[config.mk]
export PLATFORM = sky130hd
export DESIGN_NAME = traffic_queue_sensor
export DESIGN_NICKNAME = d
export VERILOG_FILES = /design/src/rtl/traffic_pkg.sv /design/src/rtl/lane_counter.sv /design/src/rtl/traffic_queue_sensor.sv
export SDC_FILE = /design/constraint.sdc
export NUM_CORES = 1
export LEC_CHECK = 0
export BUFFER_PORTS_ARGS = -buffer_cell sky130_fd_sc_hd__buf_2
export CORE_MARGIN = 5
export CORE_UTILIZATION = 35
export CTS_BUF_LIST = sky130_fd_sc_hd__clkbuf_8
export DETAILED_ROUTE_END_ITERATION = 10
export PLACE_DENSITY_LB_ADDON = 0.05
export SLEW_MARGIN = 25
export SYNTH_ARGS = -nofsm -noshare
export SYNTH_HDL_FRONTEND = slang
export SYNTH_SLANG_ARGS = --single-unit
[constraint.sdc]
create_clock -name clk -period 2.1 [get_ports clk]
set_clock_uncertainty 0.1 [all_clocks]
set_input_delay 0.21 -clock clk [delete_from_list [all_inputs] [get_ports clk]]
set_output_delay 0.21 -clock clk [all_outputs]
set_load 0.005 [all_outputs]
[src/rtl/traffic_pkg.sv]
// Shared widths, limits and light/event bit positions for the traffic sensor hub.
package traffic_pkg;

  localparam int COUNT_W   = 3;
  localparam int COUNT_MAX = 7;

  localparam int M_L    = 3;
  localparam int M_R    = 2;
  localparam int M_Y    = 1;
  localparam int M_G    = 0;
  localparam int S_G    = 0;
  localparam int P_WALK = 0;

  // Bit positions inside the five-wide detector event vector
  localparam int EV_MAIN = 0;
  localparam int EV_LEFT = 1;
  localparam int EV_SEC  = 2;
  localparam int EV_PED  = 3;
  localparam int EV_EMER = 4;
  localparam int EV_N    = 5;

endpackage

[src/rtl/lane_counter.sv]
// One vehicle lane: saturating queue count plus a discharge timer that releases
// one vehicle every DEPART_CYCLES cycles of green while the queue is non-empty.
module lane_counter
  import traffic_pkg::*;
#(
  parameter int DEPART_CYCLES = 8
) (
  input  logic               clk,
  input  logic               rst,
  input  logic               arrive,
  input  logic               green,
  output logic [COUNT_W-1:0] count
);

  localparam int TMR_W = $clog2(DEPART_CYCLES);
  localparam logic [TMR_W-1:0] TMR_LAST = TMR_W'(DEPART_CYCLES - 1);

  logic [TMR_W-1:0] tmr_q;
  logic             active;
  logic             depart;

  function automatic logic [COUNT_W-1:0] sat_inc(input logic [COUNT_W-1:0] v);
    return (v == COUNT_W'(COUNT_MAX)) ? v : v + COUNT_W'(1);
  endfunction

  function automatic logic [COUNT_W-1:0] sat_dec(input logic [COUNT_W-1:0] v);
    return (v == '0) ? v : v - COUNT_W'(1);
  endfunction

  assign active = green && (count != '0);
  assign depart = active && (tmr_q == TMR_LAST);

  always_ff @(posedge clk) begin
    if (rst) begin
      tmr_q <= '0;
      count <= '0;
    end else begin
      // Timer restarts on any loss of green so each green gets a full interval
      if (!active || depart) tmr_q <= '0;
      else                   tmr_q <= tmr_q + TMR_W'(1);

      if (arrive && !depart)      count <= sat_inc(count);
      else if (depart && !arrive) count <= sat_dec(count);
    end
  end

endmodule

[src/rtl/traffic_queue_sensor.sv]
// Sensor hub: per-approach queue estimates, pedestrian count and emergency hold.
// Define SENSOR_DEBOUNCE_EN to add a 2-flop synchronizer and debouncer per detector.
module traffic_queue_sensor
  import traffic_pkg::*;
#(
  parameter int DEPART_CYCLES   = 8,
  parameter int EMER_HOLD       = 32,
  parameter int DEBOUNCE_CYCLES = 4
) (
  input  logic               clk,
  input  logic               rst,
  input  logic               main_det,
  input  logic               left_det,
  input  logic               sec_det,
  input  logic               p_btn,
  input  logic               emer_det,
  input  logic [3:0]         m_LRYG,
  input  logic [2:0]         s_RYG,
  input  logic [2:0]         p,
  output logic [COUNT_W-1:0] main_num,
  output logic [COUNT_W-1:0] left_num,
  output logic [COUNT_W-1:0] sec_num,
  output logic [COUNT_W-1:0] p_num,
  output logic               s_emergency
);

  localparam int HOLD_W = $clog2(EMER_HOLD + 1);

  logic [EV_N-1:0]   raw;
  logic [EV_N-1:0]   ev;
  logic [HOLD_W-1:0] hold_q;
  logic              unused_ok;

  function automatic logic [COUNT_W-1:0] sat_inc(input logic [COUNT_W-1:0] v);
    return (v == COUNT_W'(COUNT_MAX)) ? v : v + COUNT_W'(1);
  endfunction

  assign raw = {emer_det, p_btn, sec_det, left_det, main_det};

`ifdef SENSOR_DEBOUNCE_EN
  localparam int DB_W = $clog2(DEBOUNCE_CYCLES + 1);
  localparam logic [DB_W-1:0] DB_LAST = DB_W'(DEBOUNCE_CYCLES - 1);

  logic [EV_N-1:0] sync_p0;
  logic [EV_N-1:0] sync_p1;
  logic [EV_N-1:0] deb_lvl;
  logic [DB_W-1:0] db_cnt [EV_N];

  // Event fires on the cycle the debounced level is about to rise
  always_comb begin
    ev = '0;
    for (int i = 0; i < EV_N; i++)
      ev[i] = sync_p1[i] && !deb_lvl[i] && (db_cnt[i] == DB_LAST);
  end

  always_ff @(posedge clk) begin
    if (rst) begin
      sync_p0 <= '0;
      sync_p1 <= '0;
      deb_lvl <= '0;
      for (int i = 0; i < EV_N; i++) db_cnt[i] <= '0;
    end else begin
      sync_p0 <= raw;
      sync_p1 <= sync_p0;
      for (int i = 0; i < EV_N; i++) begin
        if (sync_p1[i] == deb_lvl[i]) begin
          db_cnt[i] <= '0;
        end else if (db_cnt[i] == DB_LAST) begin
          db_cnt[i]  <= '0;
          deb_lvl[i] <= sync_p1[i];
        end else begin
          db_cnt[i] <= db_cnt[i] + DB_W'(1);
        end
      end
    end
  end

  assign unused_ok = ^{m_LRYG[2:1], s_RYG[2:1], p[2:1]};
`else
  assign ev        = raw;
  assign unused_ok = ^{m_LRYG[2:1], s_RYG[2:1], p[2:1], 1'(DEBOUNCE_CYCLES)};
`endif

  lane_counter #(.DEPART_CYCLES(DEPART_CYCLES)) u_main (
    .clk    (clk),
    .rst    (rst),
    .arrive (ev[EV_MAIN]),
    .green  (m_LRYG[M_G]),
    .count  (main_num)
  );

  lane_counter #(.DEPART_CYCLES(DEPART_CYCLES)) u_left (
    .clk    (clk),
    .rst    (rst),
    .arrive (ev[EV_LEFT]),
    .green  (m_LRYG[M_L]),
    .count  (left_num)
  );

  lane_counter #(.DEPART_CYCLES(DEPART_CYCLES)) u_sec (
    .clk    (clk),
    .rst    (rst),
    .arrive (ev[EV_SEC]),
    .green  (s_RYG[S_G]),
    .count  (sec_num)
  );

  // Walk clears the waiting count and swallows any presses made during it
  always_ff @(posedge clk) begin
    if (rst)             p_num <= '0;
    else if (p[P_WALK])  p_num <= '0;
    else if (ev[EV_PED]) p_num <= sat_inc(p_num);
  end

  always_ff @(posedge clk) begin
    if (rst)                hold_q <= '0;
    else if (ev[EV_EMER])   hold_q <= HOLD_W'(EMER_HOLD);
    else if (hold_q != '0)  hold_q <= hold_q - HOLD_W'(1);
  end

  assign s_emergency = (hold_q != '0);

endmodule
==> impl_metrics.ini <==
[timing]
finalMaxSlewViolations = 0
slew_headroom = 0.657
timing.fmax_mhz = 488
final-hold-violation-count = 0
fin_crit_sh = 0.975
rsz0062_at_grt = true
setup_ws_ns = 0.0521
worst_pin_slew_ns = 0.514
fin_crit_ns = 2.05
finalSetupViolations = 0

[die]
chipWidth_um = 74.0
start_util = 0.360
ios = 30
die_h_um = 74.0
dieArea_um2 = 5470
rows = 23
coreArea_um2 = 3970

[drt]
routedWlPerCell_um = 12.3
drt_iter0_markers = 47
via_per_inst = 5.04
ant_nets = 0
via_count = 1210
wirelength_um = 2940
dr.pass1.iters = 4
drc = 0

[clock_tree]
root_buffer = clkbuf_8
clk-insertion-delay-late_ns = 0.27
clock_path_buffers = 2
numCtsBuffers = 3
cts_hold_buf = 0
cts_tree = done
cts.htree.levels = 1
clock-sinks = 27
path_clk_slew_ns = 0.09

[grt]
grt_pass1_vias = 1188
grt.total_usage = 0.113
grtUsageMet1 = 0.137
grt_util_met2 = 0.197
grt_max_degree = 27
grt_overflow_total = 0
antenna_found_initial = 0
grt_first_pass_wirelength_um = 4910
top_usage_layer = met2
grt_use_met3 = 0.0189

[status]
outcome = finished clean

[power_and_ir_drop]
p_per_area_nw_per_um2 = 721
ir_worst_vdd_mv = 0.312
leakage_nw = 0.807

[placed_design]
postPlaceCellArea_um2 = 1700
dp_hpwl_um = 2160
gp_congestion = 0.835
detailedPlace.worstSlack_ns = -0.123
io_buffers = 23
placed_cells = 235

[synth]
synth-seq-cells = 27
synth_area_per_cell_um2 = 9.36
netlist.area_leader.share = 0.378
yosysSeqAreaShare = 0.378
synth_edf_count = 0
synth_ff_type = dfxtp_1
postSynthCellCount = 153
ys_warn_count = 0
synth.cell_area_um2 = 1430
synth.area.top_cells = dfxtp_1, ha_1, fa_1
synth_nets = 183
synthDistinctLibCells = 40
synthArstFlopShare = 0
synth_area_leader_cell = dfxtp_1

[critical_path]
critPathTopFamily = simple AND/OR/NAND/NOR gates
crit_slowest_cell = or3_4
crit_path_cell_trace = ha_4 -> ha_4 -> o311ai_4 -> nand2_1 -> fa_2 -> or3_4 -> and3b_1 -> nor3_2
worstPathArrival_ns = 2.16
critPathMaxFanout = 6
path_class = reg -> reg
crit_top_cell = ha_4
max_stage_delay_ns = 0.37
required_ns = 2.21
start_kind = flip-flop
path_buf_inv = 0
end_kind = flip-flop

[cells_and_area]
drive_above_1_share = 0.363
syn2layout_area_growth_pct = 32.0
design_area_um2 = 1890
num_antenna_cells = 0
final_cells = 240
fin_nets = 221
n_fill_cell = 387
post-route-util = 0.476

[worst_hold_path]
hold_path.class = in -> reg

[flow_run]
cap_violations = 0
-- where the power goes --
part	switching, W	total, W	leakage [nW]	internal, W
sequential	0.0000560	0.000626	0.222	0.000570
combinational	0.000218	0.000439	0.559	0.000220
clock	0.000165	0.000298	0.0255	0.000133
total	0.000439	0.00136	0.807	0.000924
-- layout by cell type, fill, tap and decap left out, types with 2 or more instances in the layout --
cell       n
a21oi_1    5
a22oi_1    2
and2_1     6
buf_2     23
buf_4     14
clkbuf_8   3
dfxtp_1   24
dfxtp_2    3
fa_2       3
ha_1       5
ha_4       4
inv_1      5
mux2_2     3
mux2i_1    4
nand2_1    9
nand2b_1   5
nand3_1    4
nor2_1    16
nor2b_1    5
nor3_1    10
nor4_1     2
o21ai_0    2
o311ai_4   2
or3_4      2
xnor2_1    4
-- repair_timing --
action                                  CTS  global route
gates resized for setup                  19             8
cloned                                    0             0
endpoints found under the setup margin    3             4
endpoints found under the hold margin     0             0
buffers inserted                          1             0
pin swaps                                13            11
-- sequential cells by signal, indices dropped and copies added, names as in the netlist --
register / flops
hold_q: 6
p_num: 3
u_left.count: 3
u_left.tmr_q: 3
u_main.count: 3
u_main.tmr_q: 3
u_sec.count: 3
u_sec.tmr_q: 3
-- Yosys cell counts (2+ instances only) --
cell type	n
nor2b_1	5
nor4_1	2
a22oi_1	3
inv_1	5
nor3_1	12
and2_1	6
o311ai_0	2
fa_1	3
nand3_1	4
mux2_2	4
dfxtp_1	27
clkbuf_1	3
or3_1	2
mux2i_1	4
ha_1	10
a21boi_0	2
nor2_1	16
a21oi_1	5
o21ai_0	2
nand2b_1	5
xnor2_1	4
nand2_1	9
-- stage by stage --
step	setup TNS (ns)	hold slack (ns)	power (W)
floorplan	-0.0200	0.186	0.000931
global placement	-0.137	0.306	0.00103
detailed placement	-0.253	0.317	0.00105
CTS	0	0.0232	0.00137
global route	-0.0522	0.0361	0.00145
finish	0	0.0331	0.00136
-- cell families (layout without fill, tap and decap cells) --
family / after synthesis / after routing / share of synthesized area
simple gates: 66 / 66 / 0.240
flops: 27 / 27 / 0.378
compound gates: 25 / 25 / 0.135
fa+ha+maj: 13 / 13 / 0.129
buf+inv: 9 / 46 / 0.0288
mux: 8 / 8 / 0.0594
xor+xnor: 5 / 5 / 0.0306
-- final cells by class --
cell class | count | area (um2) | area share
clock buffers | 3 | 41.3 | 0.0219
clock inverters | 1 | 5.00 | 0.00265
inverters | 5 | 18.8 | 0.00993
multi-input cells | 117 | 997 | 0.528
flip-flops and latches | 27 | 544 | 0.288
well taps | 50 | 62.6 | 0.0331
repair buffers | 37 | 220 | 0.117
-- path summary, 6_finish.rpt --
check	startpoint	to	slack (ns)	depth (start not counted)
worst max-delay path	u_main.tmr_q[0]	u_main.count[2]	0.05	8
worst min-delay path	p[0]	p_num[0]	0.03	2
worst max register to register	u_main.tmr_q[0]	u_main.count[2]	0.05	8
worst min register to register	u_sec.tmr_q[0]	u_sec.tmr_q[0]	0.33	1
-- per-layer routing --
layer | wire, um | part of all wire | vias to the layer above
met1 | 1470 | 0.50 | 562
met2 | 1310 | 0.44 | 22
met5 | 0 | 0 | -
met4 | 53 | 0.018 | 0
li1 | - | - | 621
met3 | 115 | 0.039 | 5
Note: power is estimated with default switching activity, not from simulation.
